$ cat config.mk
export PLATFORM = sky130hd
export DESIGN_NAME = posit_avmm_csr
export DESIGN_NICKNAME = d
export VERILOG_FILES = /design/src/rtl/posit_avmm_csr.sv
export SDC_FILE = /design/constraint.sdc
export NUM_CORES = 1
export LEC_CHECK = 0
export CORE_MARGIN = 5
export CORE_UTILIZATION = 35
export CTS_CLUSTER_DIAMETER = 40
export DETAILED_ROUTE_END_ITERATION = 8
export PLACE_DENSITY = 0.55
export SLEW_MARGIN = 15
export SYNTH_ARGS = -nofsm -noshare
export SYNTH_HDL_FRONTEND = slang
export SYNTH_SLANG_ARGS = --single-unit
$ cat constraint.sdc
create_clock -name clock -period 2.1 [get_ports clock]
set_input_delay 0.63 -clock clock [delete_from_list [all_inputs] [get_ports clock]]
set_output_delay 0.63 -clock clock [all_outputs]
set_load 0.02 [all_outputs]
$ cat src/rtl/posit_avmm_csr.sv
// Avalon-MM CSR front-end for the posit core.
// It latches the operands and op, issues one valid/ready request, captures the result,
// and reports status, latency, timeout and an interrupt.
module posit_avmm_csr #(
  parameter int unsigned NBITS          = 32,
  parameter int unsigned OP_W           = 4,
  parameter int unsigned TIMEOUT_CYCLES = 1024
) (
  input  logic             clock,
  input  logic             reset_n,
  input  logic [2:0]       avs_address,
  input  logic             avs_read,
  input  logic             avs_write,
  input  logic [31:0]      avs_writedata,
  output logic [31:0]      avs_readdata,
  output logic             avs_readdatavalid,
  output logic             irq,
  output logic             core_req_valid,
  input  logic             core_req_ready,
  output logic [NBITS-1:0] core_num1,
  output logic [NBITS-1:0] core_num2,
  output logic [OP_W-1:0]  core_op,
  input  logic             core_resp_valid,
  input  logic [NBITS-1:0] core_result
);

  localparam int unsigned TCNT_W = $clog2(TIMEOUT_CYCLES);
  localparam int unsigned LAT_W  = 16;
  localparam logic [TCNT_W-1:0] TCNT_LAST = TCNT_W'(TIMEOUT_CYCLES - 1);
  localparam logic [LAT_W-1:0]  LAT_MAX   = '1;

  typedef enum logic [1:0] {
    S_IDLE  = 2'd0,
    S_ISSUE = 2'd1,
    S_WAIT  = 2'd2
  } state_t;

  state_t             r_state,   w_state_nxt;
  logic [NBITS-1:0]   r_num1,    w_num1_nxt;
  logic [NBITS-1:0]   r_num2,    w_num2_nxt;
  logic [NBITS-1:0]   r_result,  w_result_nxt;
  logic [OP_W-1:0]    r_op,      w_op_nxt;
  logic               r_irq_en,  w_irq_en_nxt;
  logic               r_done,    w_done_nxt;
  logic               r_tmo,     w_tmo_nxt;
  logic               r_err,     w_err_nxt;
  logic [LAT_W-1:0]   r_lat,     w_lat_nxt;
  logic [TCNT_W-1:0]  r_tcnt,    w_tcnt_nxt;
  logic [31:0]        r_rdata,   w_rdata_nxt;
  logic               r_rvalid,  w_rvalid_nxt;
  logic               r_irq,     w_irq_nxt;
  logic               r_req_vld, w_req_vld_nxt;
  logic               w_busy;

  // Bus decode, request FSM and status next-state logic.
  always_comb begin
    w_busy        = (r_state != S_IDLE);
    w_state_nxt   = r_state;
    w_num1_nxt    = r_num1;
    w_num2_nxt    = r_num2;
    w_result_nxt  = r_result;
    w_op_nxt      = r_op;
    w_irq_en_nxt  = r_irq_en;
    w_done_nxt    = r_done;
    w_tmo_nxt     = r_tmo;
    w_err_nxt     = r_err;
    w_lat_nxt     = r_lat;
    w_tcnt_nxt    = r_tcnt;
    w_rdata_nxt   = r_rdata;
    w_rvalid_nxt  = 1'b0;

    // Register writes; operand/op/start are locked out while an operation is in flight.
    if (avs_write) begin
      case (avs_address)
        3'd0: begin
          if (w_busy) w_err_nxt  = 1'b1;
          else        w_num1_nxt = avs_writedata[NBITS-1:0];
        end
        3'd1: begin
          if (w_busy) w_err_nxt  = 1'b1;
          else        w_num2_nxt = avs_writedata[NBITS-1:0];
        end
        3'd2: begin
          w_irq_en_nxt = avs_writedata[2];
          if (avs_writedata[1]) begin
            w_done_nxt = 1'b0;
            w_tmo_nxt  = 1'b0;
            w_err_nxt  = 1'b0;
          end
          if (w_busy) begin
            if (avs_writedata[0]) w_err_nxt = 1'b1;
          end else begin
            w_op_nxt = avs_writedata[8 +: OP_W];
            if (avs_writedata[0]) begin
              w_state_nxt = S_ISSUE;
              w_done_nxt  = 1'b0;
              w_tmo_nxt   = 1'b0;
              w_lat_nxt   = '0;
              w_tcnt_nxt  = '0;
            end
          end
        end
        default: ;
      endcase
    end

    // Request FSM; completion and timeout are applied after CLR so they take priority.
    case (r_state)
      S_ISSUE: begin
        if (r_lat != LAT_MAX) w_lat_nxt = r_lat + 16'd1;
        if (core_req_ready && core_resp_valid) begin
          w_state_nxt  = S_IDLE;
          w_result_nxt = core_result;
          w_done_nxt   = 1'b1;
        end else if (r_tcnt == TCNT_LAST) begin
          w_state_nxt = S_IDLE;
          w_tmo_nxt   = 1'b1;
        end else begin
          w_tcnt_nxt = r_tcnt + TCNT_W'(1);
          if (core_req_ready) w_state_nxt = S_WAIT;
        end
      end
      S_WAIT: begin
        if (r_lat != LAT_MAX) w_lat_nxt = r_lat + 16'd1;
        if (core_resp_valid) begin
          w_state_nxt  = S_IDLE;
          w_result_nxt = core_result;
          w_done_nxt   = 1'b1;
        end else if (r_tcnt == TCNT_LAST) begin
          w_state_nxt = S_IDLE;
          w_tmo_nxt   = 1'b1;
        end else begin
          w_tcnt_nxt = r_tcnt + TCNT_W'(1);
        end
      end
      default: ;
    endcase

    w_req_vld_nxt = (w_state_nxt == S_ISSUE);
    w_irq_nxt     = w_irq_en_nxt & (w_done_nxt | w_tmo_nxt);

    // Read data from current register values; a colliding write drops the read.
    if (avs_read && !avs_write) begin
      w_rvalid_nxt = 1'b1;
      w_rdata_nxt  = '0;
      case (avs_address)
        3'd0: w_rdata_nxt = 32'(r_num1);
        3'd1: w_rdata_nxt = 32'(r_num2);
        3'd2: begin
          w_rdata_nxt[2]         = r_irq_en;
          w_rdata_nxt[8 +: OP_W] = r_op;
        end
        3'd3: w_rdata_nxt = {r_lat, 12'd0, r_err, r_tmo, r_done, w_busy};
        3'd4: w_rdata_nxt = 32'(r_result);
        default: w_rdata_nxt = '0;
      endcase
    end
  end

  // State and register file.
  always_ff @(posedge clock or negedge reset_n) begin
    if (!reset_n) begin
      r_state   <= S_IDLE;
      r_num1    <= '0;
      r_num2    <= '0;
      r_result  <= '0;
      r_op      <= '0;
      r_irq_en  <= 1'b0;
      r_done    <= 1'b0;
      r_tmo     <= 1'b0;
      r_err     <= 1'b0;
      r_lat     <= '0;
      r_tcnt    <= '0;
      r_rdata   <= '0;
      r_rvalid  <= 1'b0;
      r_irq     <= 1'b0;
      r_req_vld <= 1'b0;
    end else begin
      r_state   <= w_state_nxt;
      r_num1    <= w_num1_nxt;
      r_num2    <= w_num2_nxt;
      r_result  <= w_result_nxt;
      r_op      <= w_op_nxt;
      r_irq_en  <= w_irq_en_nxt;
      r_done    <= w_done_nxt;
      r_tmo     <= w_tmo_nxt;
      r_err     <= w_err_nxt;
      r_lat     <= w_lat_nxt;
      r_tcnt    <= w_tcnt_nxt;
      r_rdata   <= w_rdata_nxt;
      r_rvalid  <= w_rvalid_nxt;
      r_irq     <= w_irq_nxt;
      r_req_vld <= w_req_vld_nxt;
    end
  end

  assign avs_readdata      = r_rdata;
  assign avs_readdatavalid = r_rvalid;
  assign irq               = r_irq;
  assign core_req_valid    = r_req_vld;
  assign core_num1         = r_num1;
  assign core_num2         = r_num2;
  assign core_op           = r_op;

endmodule

==> impl_metrics.py, run 1 <==
metrics = {
    "place": {
        "gp_congestion": 0.805,
        "hpwl_um": 18100,
        "dpl_cell_area_sq_um": 10300,
        "dp_worst_setup_slack_ps": -389,
        "port_buffers": 175,
    },
    "finish": {
        "final_cell_mix": "dfrtp_1 (167), clkdlybuf4s50_1 (118), mux2_2 (99)",
        "area_growth_pct": 41.8,
        "diodes": 0,
        "nNetsFinal": 939,
        "fin_util_pct": 50.4,
        "layout_commonest_cell": "dfrtp_1",
        "finalInstanceArea_sq_um": 11000,
        "drive_gt1_share_pct": 24.5,
    },
    "power_and_ir_drop": {
        "p_leak_nw": 5.19,
        "peakVddDrop_v": 0.000653,
        "cellPowerDensity_nw_per_um2": 1310,
    },
    "logic_synthesis": {
        "synth-warning-count": 0,
        "synth_cells": 643,
        "ys_types": 52,
        "synth_edf_count": 0,
        "synthFlopType": "dfrtp_1",
        "ys_ff_latch": 167,
        "syn_nets": 721,
        "synthArstFlopShare_pct": 100,
        "avgSynthCellArea_sq_um": 12.1,
        "syn_area_sq_um": 7760,
        "ys_seq_area_share_pct": 53.8,
    },
    "drt": {
        "routedWlPerCell_um": 20.9,
        "routed_wl_um": 24100,
        "drc": 0,
        "first_pass_iters": 5,
        "vias_per_cell": 5.33,
        "ant_nets": 0,
        "num_vias": 6155,
        "drt-initial-drc-count": 487,
    },
    "critical_path": {
        "path_class": "reg -> out",
        "cpPeakStageDelay_ps": 630,
        "startpoint_type": "register",
        "critPathArrivalTime_ps": 1440,
        "crit_path_end_kind": "output pin",
        "path_cells": "clkdlybuf4s50_1",
        "cp_max_fo": 2,
        "path_buf_inv": 1,
        "crit_slowest_cell": "clkdlybuf4s50_1",
        "critical-path-top-delay-family": "buffers and inverters",
        "cp.required_ps": 1470,
    },
    "timing": {
        "worstMarginPinSlew_ps": 486,
        "clock_skew_ps": 8.91,
        "setup_slack_ps": 28.6,
        "finalHoldViolCount": 0,
        "hold_ws_ps": 57.8,
        "fin_setup_tns_ps": 0,
        "setup_viol": 0,
        "slew_violations": 0,
        "clock.fmax_ghz": 0.483,
        "rsz0062_at_grt": "no",
        "layout_min_cycle_time_ps": 2070,
        "max_slew_margin_pct": 67.6,
        "period_share_pct": 98.6,
    },
    "worst_hold_path": {
        "hold_class": "in -> async",
    },
    "clock_tree": {
        "clock-sinks": 167,
        "cts_hold_buffers": 0,
        "htree_levels": 4,
        "clock_path_buffers": 2,
        "clockRootBuffer": "clkbuf_16",
        "path_clk_slew_ps": 70,
        "cts_tree": "yes",
        "clk_latency_ps": 430,
        "cts_post_setup_buffers_inserted": 0,
        "cts_buffers": 17,
    },
    "global_routing": {
        "grt_use_total_pct": 19.1,
        "grt_start_max_net_pins": 56,
        "grt_pass1_vias": 6686,
        "grt_pass1_wl_um": 38500,
        "grt-ovfl-total": 0,
        "antenna_found_initial": 0,
    },
    "die": {
        "fp.dieW_um": 159,
        "initial_core_util_pct": 35.6,
        "rows": 54,
        "die_y_um": 159,
        "io_pins": 176,
        "design.core.area_sq_um": 21800,
        "die_area_sq_um": 25300,
    },
    "status": {
        "outcome": "finished, final reports clean",
    },
    "flow_run": {
        "cap_violations": 0,
    },
}
[report_power, final]
group	internal [mW]	switching, mW	total (mW)	leakage (nW)
Combinational	2.93	2.93	5.86	2.80
Sequential	4.44	0.924	5.36	2.11
Clock	1.78	1.36	3.15	0.280
[registers in the layout, indices dropped and copies added, names as in the netlist, 2 cells and up]
name          flops
avs_readdata     32
core_num1        32
core_num2        32
core_op           4
r_lat            16
r_result         32
r_state           2
r_tcnt           10
[Yosys cell counts (4+ instances only)]
library cell,n,area [sq um]
a211o_1,7,61.3
a21oi_1,4,20.0
a22o_1,19,166
a22oi_1,19,143
a31oi_1,4,25.0
and2_1,4,25.0
and3_1,9,56.3
buf_1,5,18.8
buf_2,17,85.1
buf_4,4,30.0
clkbuf_1,15,56.3
dfrtp_1,167,4180
ha_1,5,62.6
inv_1,16,60.1
mux2_2,99,1110
mux2i_1,37,370
nand2_1,44,165
nand2b_1,4,25.0
nand3_1,19,95.1
nand4_1,10,62.6
nor2_1,10,37.5
nor2b_1,4,25.0
nor3_1,12,60.1
nor4_1,5,31.3
o211ai_1,5,37.5
o21ai_0,36,180
o22a_1,11,96.3
o22ai_1,7,43.8
o2bb2ai_1,8,70.1
xnor2_1,5,43.8
[cells by family after synthesis]
group | share of synthesized area (%)
flip-flops | 53.8
multiplexers | 19.4
AO/OA/AOI/OAI | 13.0
AND/OR/NAND/NOR | 8.75
buffers and inverters | 3.27
XOR/XNOR | 0.903
adder cells (fa/ha/maj) | 0.806
[stage by stage]
| step | std cells | total power [mW] |
|---|---|---|
| 2_1_floorplan | 643 | 8.38 |
| 4_1_cts | 1154 | 14.6 |
| 3_3_place_gp | 1122 | 11.3 |
| 3_5_place_dp | 1122 | 11.5 |
| 6_report | 1154 | 14.4 |
| 5_1_grt | 1154 | 15.2 |
[layer usage]
layer,share of wire [%],vias to the layer above,global-route usage [%]
met2,48,194,31.2
met5,0,-,0
met1,45,3107,26.1
li1,-,2830,-
met4,1.4,0,4.73
met3,5.0,24,4.02
[worst paths after layout]
check	from	endpoint	slack, ps	cells after the start
max	avs_readdata[27]	avs_readdata[27]	30	1
min	reset_n	core_num2[21]	60	1
max reg2reg	r_lat[0]	r_lat[8]	160	5
min reg2reg	avs_readdata[8]	avs_readdata[8]	480	2
max in group asynchronous	reset_n	avs_readdata[23]	1420	2
min in group clock	avs_readdata[8]	avs_readdata[8]	480	2
[layout make-up]
cell class | instances | area, sq um
clock inverters | 14 | 164
clock buffers | 18 | 429
inverters | 17 | 63.8
repair buffers | 240 | 2460
well taps | 280 | 350
fillers | 1945 | 10800
multi-input cells | 418 | 3360
flip-flops and latches | 167 | 4180
[repair_timing]
| action | in CTS | in global routing |
|---|---|---|
| resized for setup | 12 | 50 |
| hold endpoints to repair | 0 | 0 |
| endpoints found under the setup margin | 14 | 58 |
Power figures use the tool's default switching activity.
==> run 2: changes to the inputs <==
--- a/config.mk
+++ b/config.mk
@@ -6,10 +6,10 @@
 export NUM_CORES = 1
 export LEC_CHECK = 0
 export CORE_MARGIN = 5
-export CORE_UTILIZATION = 35
+export CORE_UTILIZATION = 50
 export CTS_CLUSTER_DIAMETER = 40
 export DETAILED_ROUTE_END_ITERATION = 8
-export PLACE_DENSITY = 0.55
+export PLACE_DENSITY = 0.76
 export SLEW_MARGIN = 15
 export SYNTH_ARGS = -nofsm -noshare
 export SYNTH_HDL_FRONTEND = slang
==> run 2 against run 1 <==
  * Register-to-register slack hardly changed
  * First-iteration DRC count is 12% lower
  * Combinational power hardly changed
  * Maximum frequency is 0.51% lower
  * Clock skew hardly changed
  * Clock power is 3% higher
  * Critical path depth stayed put
  * Sequential share of layout area is 0.52 points higher
  * Critical endpoint is now core_num1[30]
  * Largest cell class unchanged
  * Largest power group unchanged
==> impl_metrics.py, run 2 (synthesized netlist as in run 1, its figures left out) <==
metrics = {
    "status": {
        "outcome": "finished, final reports clean",
    },
    "power_and_ir_drop": {
        "peakVddDrop_v": 0.000770,
        "cellPowerDensity_nw_per_um2": 1330,
        "p_total_mw": 14.5,
        "p_leak_nw": 5.06,
    },
    "critical_path": {
        "path_cells": "clkdlybuf4s50_1",
        "critical-path-top-delay-family": "buffers and inverters",
        "reg2reg_setup_slack_ps": 150,
        "crit_slowest_cell": "clkdlybuf4s50_1",
        "path_class": "reg -> out",
        "r2r_start": "r_tcnt[0]",
        "cp_max_fo": 3,
        "cpPeakStageDelay_ps": 630,
        "cp_num_cells": 1,
        "cp.required_ps": 1470,
        "crit_path_end_kind": "output pin",
        "worstRegToRegCells": 5,
        "critPathArrivalTime_ps": 1450,
        "startpoint_type": "register",
        "rr_endpoint": "r_tcnt[9]",
        "path_buf_inv": 1,
    },
    "timing": {
        "clock.fmax_ghz": 0.480,
        "period_share_pct": 99.1,
        "slew_violations": 0,
        "clock_skew_ps": 9.40,
        "layout_min_cycle_time_ps": 2080,
        "finalHoldViolCount": 0,
        "rsz0062_at_grt": "no",
        "worstMarginPinSlew_ps": 483,
        "max_slew_margin_pct": 67.8,
        "hold_ws_ps": 60.1,
        "setup_viol": 0,
    },
    "finish": {
        "area_growth_pct": 39.9,
        "final_cell_mix": "dfrtp_1 (167), clkdlybuf4s50_1 (132), mux2_2 (99)",
        "nNetsFinal": 933,
        "diodes": 0,
        "layout_commonest_cell": "dfrtp_1",
        "finalInstanceArea_sq_um": 10900,
        "drive_gt1_share_pct": 23.6,
    },
    "drt": {
        "vias_per_cell": 6.02,
        "num_vias": 6360,
        "routed_wl_um": 22900,
        "routedWlPerCell_um": 21.7,
        "drt-initial-drc-count": 428,
        "drc": 0,
        "first_pass_iters": 6,
        "ant_nets": 0,
    },
    "clock_tree": {
        "htree_levels": 4,
        "clock_path_buffers": 2,
        "cts_hold_buffers": 0,
        "path_clk_slew_ps": 60,
        "cts_buffers": 17,
        "clk_latency_ps": 430,
        "cts_tree": "yes",
        "clockRootBuffer": "clkbuf_16",
        "clock-sinks": 167,
    },
    "global_routing": {
        "grt_start_max_net_pins": 53,
        "antenna_found_initial": 0,
        "grt_use_total_pct": 25.5,
        "grt_pass1_wl_um": 36300,
        "grt_pass1_vias": 6513,
        "grt-ovfl-total": 0,
    },
    "die": {
        "rows": 45,
        "design.core.area_sq_um": 15200,
        "die_area_sq_um": 18100,
        "io_pins": 176,
        "die_y_um": 135,
        "fp.dieW_um": 135,
        "initial_core_util_pct": 51.1,
    },
    "place": {
        "dpl_cell_area_sq_um": 10200,
        "hpwl_um": 16700,
        "port_buffers": 175,
        "gp_congestion": 0.887,
    },
    "flow_run": {
        "cap_violations": 0,
    },
    "worst_hold_path": {
        "hold_class": "in -> async",
    },
}
-- run 2: where the power goes --
group	leakage, nW	switching, mW	internal, mW
logic	2.65	2.90	2.93
clock network	0.296	1.31	1.92
registers	2.11	0.950	4.44
total	5.06	5.17	9.29
-- run 2: cell type report --
class                      instances  area [sq um]
sequential                       167          4180
fill                            1034          4340
clock inverter                    13           170
inverter                          17          63.8
tap                              188           235
multi-input combinational        418          3350
timing repair buffer             234          2410
clock buffer                      19           443
-- run 2: how the worst max path moves through the flow --
stage	start	endpoint
2_1_floorplan	avs_address[2]	core_num2[10]
5_1_grt	core_op[1]	core_op[1]
6_report	core_num1[30]	core_num1[30]
3_5_place_dp	avs_address[1]	core_num2[19]
3_3_place_gp	avs_address[1]	core_num2[19]
4_1_cts	core_num2[18]	core_num2[18]
-- run 2: per-layer routing --
metal	up-vias	GRT usage (%)	wire length, um
met2	278	42.0	11400
met3	41	5.40	1420
met1	3225	34.1	9580
met4	0	8.20	477
li1	2816	-	-
met5	-	0	0
-- run 2: per-stage QoR --
step	cells	setup WS (ps)	setup TNS (ps)	util (%)
after floorplan	643	109	0	-
after global placement	1024	-278	-26100	66.8
after detailed placement	1024	-340	-31920	66.8
after CTS	1056	1.12	0	70.8
after global routing	1056	1.14	0	71.4
final	1056	18.1	0	71.4
-- run 2: repair_timing --
item,CTS,global route
endpoints found under the setup margin,8,45
setup buffers,0,0
gates resized for setup,8,38
==> run 3: changes to the inputs <==
--- a/config.mk
+++ b/config.mk
@@ -10,7 +10,7 @@
 export CTS_CLUSTER_DIAMETER = 40
 export DETAILED_ROUTE_END_ITERATION = 8
 export PLACE_DENSITY = 0.76
-export SLEW_MARGIN = 15
+export SLEW_MARGIN = 20
 export SYNTH_ARGS = -nofsm -noshare
 export SYNTH_HDL_FRONTEND = slang
 export SYNTH_SLANG_ARGS = --single-unit
==> results of run 3 <==
The final DEF is identical to that of run 2; final timing and power are the same.
